$ cat src/rtl/bscan_pkg.sv
// rtl/bscan_pkg.sv - shared constants and types for the boundary-scan chain driver
//
// Purpose: command codes, FSM state encoding and TAP step counts used by
// bscan_chain_driver and its TCK generator.
// Ports: none (package).

package bscan_pkg;

  // Host command codes carried on CmdType
  localparam logic [1:0] CMD_TLR  = 2'b00;
  localparam logic [1:0] CMD_IR   = 2'b01;
  localparam logic [1:0] CMD_DR   = 2'b10;
  localparam logic [1:0] CMD_IDLE = 2'b11;

  // TMS=1 steps that guarantee Test-Logic-Reset from any TAP state
  localparam int TLR_STEPS    = 5;
  // Steps from Run-Test/Idle into Shift-IR / Shift-DR
  localparam int IR_PRE_STEPS = 4;
  localparam int DR_PRE_STEPS = 3;

  typedef enum logic [3:0] {
    S_RESET_SEQ,
    S_IDLE,
    S_TLR,
    S_PRE,
    S_SHIFT,
    S_POST,
    S_RUN,
    S_ERR,
    S_RESP
  } state_t;

  // TMS for PRE step idx.
  // IR: RTI->SelDR->SelIR->CapIR->ShIR = 1,1,0,0
  // DR: RTI->SelDR->CapDR->ShDR       = 1,0,0
  function automatic logic pre_tms(input logic is_ir, input logic [1:0] idx);
    return is_ir ? (idx < 2'd2) : (idx == 2'd0);
  endfunction

endpackage

$ cat src/rtl/tck_gen.sv
// rtl/tck_gen.sv - divided JTAG clock with rise/fall strobes
//
// Purpose: while en=1, toggles tck every DIV Clk cycles. rise/fall are
// combinational strobes high in the Clk cycle whose closing edge moves tck
// 0->1 / 1->0. When en=0 the counter clears and tck parks at 0.
// Ports:
//   Clk, ResetN   system clock, async active-low reset
//   en            run the divider
//   tck           JTAG clock
//   rise, fall    edge strobes (see above)

module tck_gen
  import bscan_pkg::*;
#(
  parameter int DIV = 2
) (
  input  logic Clk,
  input  logic ResetN,
  input  logic en,
  output logic tck,
  output logic rise,
  output logic fall
);

  localparam int CW = (DIV > 1) ? $clog2(DIV) : 1;
  localparam logic [CW-1:0] LAST = CW'(DIV - 1);

  logic [CW-1:0] cnt;
  logic          at_last;

  assign at_last = en && (cnt == LAST);
  assign rise    = at_last && !tck;
  assign fall    = at_last && tck;

  always_ff @(posedge Clk or negedge ResetN) begin
    if (!ResetN) begin
      cnt <= '0;
      tck <= 1'b0;
    end else if (!en) begin
      cnt <= '0;
      tck <= 1'b0;
    end else if (at_last) begin
      cnt <= '0;
      tck <= ~tck;
    end else begin
      cnt <= cnt + 1'b1;
    end
  end

endmodule

$ cat src/rtl/bscan_chain_driver.sv
// rtl/bscan_chain_driver.sv - JTAG master driving a TAP / boundary-scan chain
//
// Purpose: accepts one TLR, IR-scan, DR-scan or idle-clock command at a time,
// drives TCK/TMS/TDI and returns the captured TDO bits.
// Ports:
//   Clk, ResetN                 system clock, async active-low reset
//   CmdValid/CmdReady           command handshake
//   CmdType, CmdLen, CmdData    command code, length, TDI bits (LSB first)
//   RspValid, RspData, RspErr   1-cycle response pulse, captured TDO, length error
//   TCK, TMS, TDI, TDO          JTAG pins

module bscan_chain_driver
  import bscan_pkg::*;
#(
  parameter  int MAX_LEN = 32,
  parameter  int DIV     = 2,
  localparam int LW      = $clog2(MAX_LEN + 1)
) (
  input  logic               Clk,
  input  logic               ResetN,
  input  logic               CmdValid,
  output logic               CmdReady,
  input  logic [1:0]         CmdType,
  input  logic [LW-1:0]      CmdLen,
  input  logic [MAX_LEN-1:0] CmdData,
  output logic               RspValid,
  output logic [MAX_LEN-1:0] RspData,
  output logic               RspErr,
  output logic               TCK,
  output logic               TMS,
  output logic               TDI,
  input  logic               TDO
);

  localparam int SW = LW + 3;
  localparam int IW = (MAX_LEN > 1) ? $clog2(MAX_LEN) : 1;

  state_t             state;
  logic [SW-1:0]      step;
  logic [1:0]         typ;
  logic [LW-1:0]      len;
  logic [MAX_LEN-1:0] tdi_sr;
  logic [MAX_LEN-1:0] cap;
  logic               tck_en;
  logic               rise;
  logic               fall;

  logic [SW-1:0]      len_m1;
  logic [SW-1:0]      pre_last;
  logic               len_bad;

  assign len_m1   = SW'(len) - SW'(1);
  assign pre_last = (typ == CMD_IR) ? SW'(IR_PRE_STEPS - 1) : SW'(DR_PRE_STEPS - 1);
  // Checked on the live CmdLen so the decision is made in the accept cycle
  assign len_bad  = (CmdLen == '0) || (CmdLen > LW'(MAX_LEN));

  tck_gen #(.DIV(DIV)) u_tck_gen (
    .Clk    (Clk),
    .ResetN (ResetN),
    .en     (tck_en),
    .tck    (TCK),
    .rise   (rise),
    .fall   (fall)
  );

  // Every TAP step ends on a fall strobe; TMS/TDI for the next step are
  // loaded on that same edge so they are stable a full half-period before
  // the target samples them on the next TCK rise.
  always_ff @(posedge Clk or negedge ResetN) begin
    if (!ResetN) begin
      state    <= S_RESET_SEQ;
      step     <= '0;
      typ      <= CMD_TLR;
      len      <= '0;
      tdi_sr   <= '0;
      cap      <= '0;
      tck_en   <= 1'b0;
      TMS      <= 1'b1;
      TDI      <= 1'b0;
      CmdReady <= 1'b0;
      RspValid <= 1'b0;
      RspErr   <= 1'b0;
      RspData  <= '0;
    end else begin
      case (state)
        // Shared walker for the post-reset sequence and the TLR command:
        // TLR_STEPS steps of TMS=1, then one TMS=0 step into Run-Test/Idle.
        S_RESET_SEQ, S_TLR: begin
          if (!tck_en) begin
            tck_en <= 1'b1;
          end else if (fall) begin
            if (step == SW'(TLR_STEPS)) begin
              tck_en <= 1'b0;
              step   <= '0;
              if (state == S_RESET_SEQ) begin
                state    <= S_IDLE;
                CmdReady <= 1'b1;
              end else begin
                state    <= S_RESP;
                RspValid <= 1'b1;
                RspData  <= '0;
              end
            end else begin
              step <= step + SW'(1);
              TMS  <= (step != SW'(TLR_STEPS - 1));
            end
          end
        end

        S_IDLE: begin
          if (CmdValid && CmdReady) begin
            CmdReady <= 1'b0;
            typ      <= CmdType;
            len      <= CmdLen;
            tdi_sr   <= CmdData;
            cap      <= '0;
            step     <= '0;
            RspErr   <= 1'b0;
            if (CmdType == CMD_TLR) begin
              state  <= S_TLR;
              TMS    <= 1'b1;
              tck_en <= 1'b1;
            end else if (len_bad) begin
              // No TCK activity; the ERR state is the response cycle
              state    <= S_ERR;
              RspValid <= 1'b1;
              RspErr   <= 1'b1;
              RspData  <= '0;
            end else begin
              tck_en <= 1'b1;
              TDI    <= 1'b0;
              if (CmdType == CMD_IDLE) begin
                state <= S_RUN;
                TMS   <= 1'b0;
              end else begin
                state <= S_PRE;
                TMS   <= 1'b1;
              end
            end
          end
        end

        S_PRE: begin
          if (fall) begin
            if (step == pre_last) begin
              state  <= S_SHIFT;
              step   <= '0;
              TMS    <= (len == LW'(1));
              TDI    <= tdi_sr[0];
              tdi_sr <= tdi_sr >> 1;
            end else begin
              step <= step + SW'(1);
              TMS  <= pre_tms(typ == CMD_IR, step[1:0] + 2'd1);
            end
          end
        end

        S_SHIFT: begin
          if (rise) begin
            cap[step[IW-1:0]] <= TDO;
          end
          if (fall) begin
            if (step == len_m1) begin
              // Last shift step left the TAP in Exit1; head for Update
              state <= S_POST;
              step  <= '0;
              TMS   <= 1'b1;
              TDI   <= 1'b0;
            end else begin
              step   <= step + SW'(1);
              TMS    <= ((step + SW'(1)) == len_m1);
              TDI    <= tdi_sr[0];
              tdi_sr <= tdi_sr >> 1;
            end
          end
        end

        // Exit1 -> Update (TMS=1) -> Run-Test/Idle (TMS=0)
        S_POST: begin
          if (fall) begin
            if (step == '0) begin
              step <= SW'(1);
              TMS  <= 1'b0;
            end else begin
              tck_en   <= 1'b0;
              step     <= '0;
              state    <= S_RESP;
              RspValid <= 1'b1;
              RspData  <= cap;
            end
          end
        end

        S_RUN: begin
          if (fall) begin
            if (step == len_m1) begin
              tck_en   <= 1'b0;
              step     <= '0;
              state    <= S_RESP;
              RspValid <= 1'b1;
              RspData  <= '0;
            end else begin
              step <= step + SW'(1);
            end
          end
        end

        // RspValid is high for exactly this cycle; ready returns on the next
        S_ERR, S_RESP: begin
          RspValid <= 1'b0;
          RspErr   <= 1'b0;
          CmdReady <= 1'b1;
          state    <= S_IDLE;
        end

        default: begin
          state  <= S_RESET_SEQ;
          tck_en <= 1'b0;
          TMS    <= 1'b1;
        end
      endcase
    end
  end

endmodule

$ cat config.mk
export PLATFORM = sky130hd
export DESIGN_NAME = bscan_chain_driver
export DESIGN_NICKNAME = d
export VERILOG_FILES = /design/src/rtl/bscan_pkg.sv /design/src/rtl/tck_gen.sv /design/src/rtl/bscan_chain_driver.sv
export SDC_FILE = /design/constraint.sdc
export NUM_CORES = 1
export LEC_CHECK = 0
export CORE_MARGIN = 3
export CORE_UTILIZATION = 45
export CTS_CLUSTER_DIAMETER = 120
export DETAILED_ROUTE_END_ITERATION = 12
export GPL_ROUTABILITY_DRIVEN = 1
export PLACE_DENSITY = 0.63
export SLEW_MARGIN = 20
export SYNTH_ARGS = -nofsm -noshare
export SYNTH_HDL_FRONTEND = slang
export SYNTH_SLANG_ARGS = --single-unit
export TNS_END_PERCENT = 1
$ cat constraint.sdc
create_clock -name Clk -period 5.2 [get_ports Clk]
set_input_delay 1.04 -clock Clk [delete_from_list [all_inputs] [get_ports Clk]]
set_output_delay 1.04 -clock Clk [all_outputs]
set_load 0.01 [all_outputs]
; ---- Yosys cells after proc, flatten, opt, wreduce, memory -nomap -nowiden
; Index checks and enable logic that the tools add are counted.
[op_classes]
add_sub_neg = 4
n_lt_le_gt_ge = 4
n_eq_ne = 40
mux = 113
n_bitwise = 3
n_reduce_logical = 36
[op_table]
columns = op, n
row1 = two-way mux 32 bit, 18
row2 = case mux 32 bit (4 select lines), 1
row3 = case mux 32 bit (3 select lines), 1
row4 = two-way mux 9 bit, 9
row5 = case mux 32 bit (2 select lines), 1
row6 = two-way mux 1 bit, 57
row7 = two-way mux 4 bit, 13
row8 = case mux 9 bit (5 select lines), 1
row9 = "!= test 2 bit, second input constant", 21
row10 = AND reduction 12 bit, 3
row11 = bitwise mux 32 bit, 1
row12 = case mux 4 bit (7 select lines), 1
row13 = AND reduction 7 bit, 3
row14 = == test 9 bit, 2
row15 = "== test 4 x 3 -> 1 bit, second input constant", 4
row16 = AND reduction 6 bit, 2
row17 = case mux 1 bit (5 select lines), 2
row18 = AND reduction 10 bit, 1
row19 = nonzero test 5 bit, 2
row20 = "adder 9 x 1 -> 9 bit, second input constant", 1
row21 = == test 9 x 2 -> 1 bit, 1
row22 = "== test 9 x 3 -> 1 bit, second input constant", 1
row23 = logical NOT 9 bit, 1
row24 = two-way mux 3 bit, 3
row25 = other kinds (35), 50
[word_totals]
ff_bits = 125
in_bits = 44
word_cells = 215

; ---- Logic depth before layout (Yosys ltp)
[logic_depth]
ltp_word = 7
depth_mapped = 11

; ---- Cells and area by module
; A second synthesis with hierarchy kept.
[unflattened]
hier_cells = 676
hier_area_um2 = 6929.1
[modules_own_cells]
columns = module, instances, cells_per_inst, area_per_inst_um2, seq_area_each_um2
row1 = bscan_chain_driver, 1, 668, 6840.3, 3079.2
row2 = tck_gen, 1, 8, 88.8, 50.0

; ---- Least setup slack after synthesis
; No wires, ideal clock.
[synth_path]
path_type = input port to flip-flop
startpoint = input port CmdLen[0]
endpoint = register RspData[0]
setup_ps = 79
arrival_time_ps = 2936
setup_slack_ps = 2184
cell_stages = 8
cell_sequence = or4_1 > or3_1 > nand2_1 > a311o_1 > nor4b_1 > buf_2 > buf_4 > mux2i_1
[synth_via]
elab_chain_cells = 4
[synth_rtl]
columns = item, line
row1 = from (decl), bscan_chain_driver.sv:24  ; input logic [LW-1:0] CmdLen,
row2 = greater-than comparator 6 bit or logical NOT 6 bit (tied branches), bscan_chain_driver.sv:55  ; assign len_bad = (CmdLen == '0) || (CmdLen > LW'(MAX_LEN));
row3 = logical OR 1 bit *, bscan_chain_driver.sv:55
row4 = != test 2 bit (no source line) *, --
row5 = AND reduction 12 bit (no source line) *, --
row6 = to (signal assigned), bscan_chain_driver.sv:189  ; RspData <= cap;
row7 = to (decl), bscan_chain_driver.sv:27  ; output logic [MAX_LEN-1:0] RspData,
; Mark *: on every way between the ends. The rest lies on a longest branch, timed or not.
; A chain may end at the register's enable or synchronous reset.

; ---- Final worst setup path
[layout_path]
startpoint = register step[5]
endpoint = register tdi_sr[19]
[layout_via]
elab_chain_cells = 3
[layout_rtl]
columns = item, line
row1 = from (decl), bscan_chain_driver.sv:39  ; logic [SW-1:0] step;
row2 = from (signal assigned), bscan_chain_driver.sv:104  ; step <= step + SW'(1);
row3 = from (signal assigned), bscan_chain_driver.sv:152  ; step <= step + SW'(1);
row4 = from (signal assigned), bscan_chain_driver.sv:170  ; step <= step + SW'(1);
row5 = == test 9 bit or == test 9 x 2 -> 1 bit (tied branches), "bscan_chain_driver.sv:163, bscan_chain_driver.sv:145"
row6 = != test 2 bit (no source line), --
row7 = AND reduction 6 bit (no source line) *, --
row8 = to (signal assigned), bscan_chain_driver.sv:115  ; tdi_sr <= CmdData;
row9 = to (signal assigned), bscan_chain_driver.sv:150  ; tdi_sr <= tdi_sr >> 1;
row10 = to (signal assigned), bscan_chain_driver.sv:173  ; tdi_sr <= tdi_sr >> 1;
row11 = to (decl), bscan_chain_driver.sv:42  ; logic [MAX_LEN-1:0] tdi_sr;
; Marks and branches as above.

==> summary.txt <==
Pwr
  • Cell area power density: 282 nW/µm²
  • Reported leakage power: 0.00391 µW
  • Worst IR drop on VDD: 213 µV
  • Tot Pwr: 2390 µW

Detailed routing
  • Drt first pass iters: 5
  • DR WL/cell: 16.6 µm
  • DRT met1 WL: about 7.9 mm
  • Initial DRC count: 410
  • Met2 routed wirelength: 7.99 mm
  • Met3 wire len: 822 µm
  • DR DRC count: 0
  • Via Count: 5,756
  • Detail Route Antenna Nets: 0
  • Drt total wl: 17.1 mm
  • DR vias/cell: about 5.6
  • DR top layer: met4

Floorplan
  • Initial Util: 46.7%
  • I/O pins: 82
  • Die height: 130 µm
  • Horiz. Die Dim: 130 µm
  • Die area: 16,900 µm²
  • Cell Rows: 44
  • Core outline area: 14,800 µm²

STA
  • Final Cycle Share: 68.0%
  • Setup WS post-layout: 1.66 ns
  • RSZ-0062 raised after global routing: no
  • Number of max-slew violations in the final report: 0
  • Slew @ Worst Pin: between 1 and 1.5 ns
  • Endpoints failing setup: 0
  • Highest Clock Rate: 283 MHz
  • Setup TNS: 0 ns
  • Post-layout min period: 3.54 ns
  • Layout Skew: between 0.006 and 0.007 ns
  • Final Hold Fails: 0
  • Slew HR: between 20 and 30%

Synthesis
  • Synthesized Nets: between 800 and 900
  • Post-synthesis compound-gate area fraction: 14.9%
  • Yosys warns: 0
  • #FFs+latches synth: approximately 130
  • Post-synth ARST share: 100%
  • Main combinational cell family by area after synthesis: simple AND/OR/NAND/NOR gates
  • Register area share after synthesis: 45.2%
  • Most area-consuming cells after synthesis: dfrtp_1 45%, nand2_1 9.6%, o21ai_0 5.4%, mux2_2 5.4%, mux2i_1 4.9%
  • Mux contribution to synthesized area: 10.3%
  • Post-Synth Simple-Gate Area: 20.1%
  • Number of flops mapped to enable cells by yosys: 0
  • Adder-Cell Fraction of Synth Area: 1.27%
  • Synth Area in XOR/XNOR: 2.10%
  • Synthesized instance count: ~800
  • Main synth FF type: dfrtp_1
  • Synth Area per Inst: 8.85 µm²
  • Synthesized area: 6920 µm²
  • Synth top area share: 44.8%
  • Post-synth top area cell: dfrtp_1
  • Synth unique cells: 66

Final layout
  • Post-layout instance area: 8460 µm²
  • Area Overhead vs Synth: 22.3%
  • Layout cells sized above 1: 10.9%
  • NumNets Final: 884
  • # diodes: 0

Critical path
  • Worst-path cell chain: or4_1 > nor4b_4 > a21oi_2 > and4b_1 > a21boi_4 > mux2_2
  • Worst r2r src: step[5]
  • Crit-path max FO: 32
  • Worst setup SP type: register
  • CP Data Arrival Time: 3.84 ns
  • CP Class: reg -> reg
  • CP peak stage delay: 0.85 ns
  • Critical Path RT: 5.50 ns
  • Nature of the critical path endpoint: register
  • Critical Path Source: step[5]
  • Critical-path top delay cell: a21boi_4

Placed design
  • Place WS: 1.39 ns
  • Gpl congestion: 0.882
  • Port bufs: 81
  • Detail Placement HPWL: 11.9 mm
  • Placed Area: 7790 µm²

Clock network
  • Clock latency on the worst-skew pair: 0.42 ns
  • Clk pin slew, worst setup/hold paths: 0.06 ns
  • CTS resizes: 0
  • # clock sinks: between 100 and 150
  • Root Driver: clkbuf_16
  • Max Root-Sink Buffers: 2
  • Hold Buf Count CTS: 0
  • H-tree depth: 4
  • Setup Fix Bufs, Post-CTS: 0
  • Num CTS Buffers: 17
  • CTS tree: done

Global route
  • Gr ovfl total: 0
  • Number of global-route vias before repair: about 5,700
  • GRT Overall Usage: 21.4%
  • Largest net degree at the start of global routing: 47
  • First-pass GRT wire length: 28.9 mm
  • Initial antenna violation count: 0

Worst hold path
  • Hold Crit Class: reg -> reg
  • Critical hold path startpoint: typ[1]

Status
  • Outcome: finished, final reports clean

Run
  • Total of max-cap violations: 0
-- flip-flops by register name, indices dropped and copies added (netlist names), 2 cells and up --
name     flops
len          6
cap         32
RspData     32
step         9
tdi_sr      32
state        4
typ          2
-- per-layer routing --
| layer | vias up | global-route usage, % |
|---|---|---|
| met5 | - | 0 |
| met4 | 0 | 8.92 |
| met3 | 38 | 4.34 |
| met2 | 181 | 33.0 |
| met1 | 2745 | 29.6 |
| li1 | 2792 | - |
-- worst max-delay path, delay by kind of cell (launching register included) --
kind | cells | cell delay, ns
and+or+nand+nor | 3 | 1.48
AOI/OAI and AO/OA | 2 | 1.01
muxes | 1 | 0.42
DFF | 1 | 0.49
-- layout make-up --
type	instances	area (µm²)
Timing Repair Buffer	89	868
Fill cell	1291	6340
Inverter	45	169
Tap cell	184	230
Clock buffer	17	425
Sequential cell	125	3130
Clock inverter	15	244
Multi-Input combinational cell	555	3400
-- cell usage in the layout (no fill, tap or decap), types with 4 or more instances in the layout --
cell type	instances
nand2_1	177
dfrtp_1	124
clkdlybuf4s50_1	80
o21ai_0	75
inv_1	45
a21oi_1	41
mux2i_1	34
mux2_2	33
nor2_1	19
clkbuf_16	17
nand3_1	16
o31ai_1	12
nor3_1	11
and2_1	10
buf_4	9
nor2b_1	8
xnor2_1	8
nand2b_1	7
a31oi_1	7
o221ai_1	7
ha_1	7
xor2_1	6
bufinv_16	6
or2_2	5
o22ai_1	4
or3_1	4
and3_1	4
nand4_1	4
-- kinds of logic after synthesis --
kind of cell | after synthesis
buf+inv | 102
flops | 125
compound gates | 173
xor+xnor | 15
fa+ha+maj | 7
simple gates | 293
mux | 67
-- final timing paths --
path	endpoint	slack, ns	depth (start not counted)
worst min-delay path	typ[1]	0.48	2
worst max register to register	tdi_sr[19]	1.66	6
worst max-delay path	tdi_sr[19]	1.66	6
min in group asynchronous	RspData[24]	0.61	1
worst min register to register	typ[1]	0.48	2
max in group asynchronous	tdi_sr[9]	3.58	2
-- power by group --
| group | switching (µW) | leakage [µW] | internal [µW] |
|---|---|---|---|
| Clock | 447 | 0.000319 | 898 |
| Sequential | 0 | 0.00154 | 973 |
| Combinational | 33.2 | 0.00205 | 35.0 |
| Total | 480 | 0.00391 | 1910 |
-- cell usage after synthesis, drive strengths merged, types with 4 or more instances --
library cell  instances
nand3                16
nor2                 20
o31ai                12
nor3                 11
nand2               177
xnor2                 8
or3                   4
o221ai                7
dfrtp               124
buf                  11
o22ai                 4
o21ai                78
and3                  4
clkbuf               46
or2                   5
and2                 10
nand2b                7
mux2                 33
xor2                  6
nand4                 4
a21oi                42
mux2i                34
ha                    7
inv                  45
or4b                  4
nor4b                 4
a31oi                 7
nor2b                 8
-- stage by stage --
step	cells	util (%)	hold WS [ns]
after global placement	998	52.6	0.461
after detailed placement	998	52.6	0.468
final	1030	57.2	0.479
after floorplan	782	-	0.438
after global routing	1030	57.2	0.509
after CTS	1030	57.1	0.483
Power figures use the tool's default switching activity.
==> variant: new RTL, config.mk and constraints unchanged <==
Change the parameter `MAX_LEN` from 32 to 16.
--- a/src/rtl/bscan_chain_driver.sv
+++ b/src/rtl/bscan_chain_driver.sv
@@ -12,7 +12,7 @@
 module bscan_chain_driver
   import bscan_pkg::*;
 #(
-  parameter  int MAX_LEN = 32,
+  parameter  int MAX_LEN = 16,
   parameter  int DIV     = 2,
   localparam int LW      = $clog2(MAX_LEN + 1)
 ) (
Ports: changed (resized CmdData, CmdLen and RspData); port bits go from 82 to 49. The function was not compared with the original's and may differ.
==> variant against the original RTL <==
Non-clock buffer count is 34 lower; power is 53% lower; worst setup slack better by 0.015 ns; cell area is 37% lower; area after synthesis is 33% lower; largest power group is now registers; routed wire length is 35% lower; combinational power is 30% lower; clock power is 63% lower; sequential power is 40% lower; critical path depth is 2 higher; clock skew is 0.0036 ns higher; hold slack better by 0.027 ns; critical path type is now in2reg; sequential cell count is 50 lower; maximum frequency is 0.42% higher.
==> variant: results <==
metrics = {
    "setup_path": {
        "r2r_cells": 7,
        "cp-endpoint": "RspData[9]",
        "timing.rr.end": "tck_en",
        "crit_path_max_incr_delay_ns": 0.48,
        "slowest_stage": "xor2_1",
        "reg2reg_slack_ns": 1.88,
        "r2r_start": "state[1]",
        "critPathMaxFanout": 16,
    },
    "final_layout": {
        "clk_share": 0.0396,
        "drive_gt1_frac": 0.136,
        "multi_input_cells": 360,
        "nClkBuffers": 9,
        "area_share_nonclk_buffers": 0.0989,
        "inv_count": 31,
        "syn2layout_area_growth_pct": 15.5,
        "fillCellCount": 922,
        "n_all_buffers": 55,
        "seq_share": 0.350,
    },
    "route": {
        "wire_per_inst_um": 16.4,
        "wl_met1_um": 5350,
        "wl_met3_um": 560,
        "first_iter_violations": 237,
        "num_vias": 3806,
    },
    "global_route": {
        "grt_usage": 0.199,
        "grt_pass1_vias": 3558,
        "grt_max_degree": 76,
        "grt_pass1_wl_um": 18400,
    },
    "power": {
        "ir_drop_mv": 0.126,
        "power.leakage_nw": 2.33,
        "clk-power_w": 0.000498,
        "p_sw_frac": 0.252,
    },
    "sta": {
        "fin_ws_ns": 1.68,
        "maxSlewHeadroom": 0.314,
        "hold_slack_ns": 0.506,
        "finalClockSkew_ns": 0.0104,
    },
    "min_path": {
        "min_to": "tdi_sr[7]",
    },
    "synth": {
        "ys_seq_elements": 75,
        "synth.distinct_cells": 69,
        "yosys-top-cells-count": "74 x dfrtp_1, 54 x nand2_1, 40 x o21ai_0",
        "yosys-top-cells-area": "dfrtp_1 40%, mux2_2 8.2%, mux2i_1 4.5%",
        "synthesis.nets": 528,
        "netlist_instances": 494,
    },
    "placed_design": {
        "place_area_sq_um": 5150,
        "dp_slack_ns": 1.31,
        "portBuffers": 48,
        "gp_congestion": 0.900,
    },
    "status": {
        "status": "finished clean",
    },
    "clocking": {
        "cts_root_buffer": "clkbuf_8",
        "ctsHtreeMaxLevel": 3,
        "clk_pin_slew_worst_paths_ns": 0.10,
    },
}
## variant: cell count changes after synthesis, moves of 5 or more
| cell | unedited run | this run |
|---|---|---|
| o221ai_1 | 7 | 1 |
| inv_1 | 45 | 31 |
| clkbuf_1 | 46 | 14 |
| nand2_1 | 177 | 54 |
| a21oi_1 | 41 | 20 |
| mux2i_1 | 34 | 21 |
| o21ai_0 | 75 | 40 |
| nor2_1 | 20 | 34 |
| and2_1 | 10 | 5 |
| o31ai_1 | 12 | 1 |
| a211oi_1 | 2 | 8 |
| dfrtp_1 | 124 | 74 |
## variant: cells by family after synthesis
group,after synthesis,share of synthesized area
buffers and inverters,59,0.0700
adder cells (fa/ha/maj),8,0.0210
XOR/XNOR,18,0.0339
AND/OR/NAND/NOR,170,0.189
AO/OA/AOI/OAI,108,0.152
flip-flops,75,0.404
multiplexers,56,0.130
## variant: routing by layer
layer,up-vias,global-route usage
li1,1844,-
met1,1849,0.298
met2,98,0.290
met3,15,0.0438
met4,0,0.0532
met5,-,0
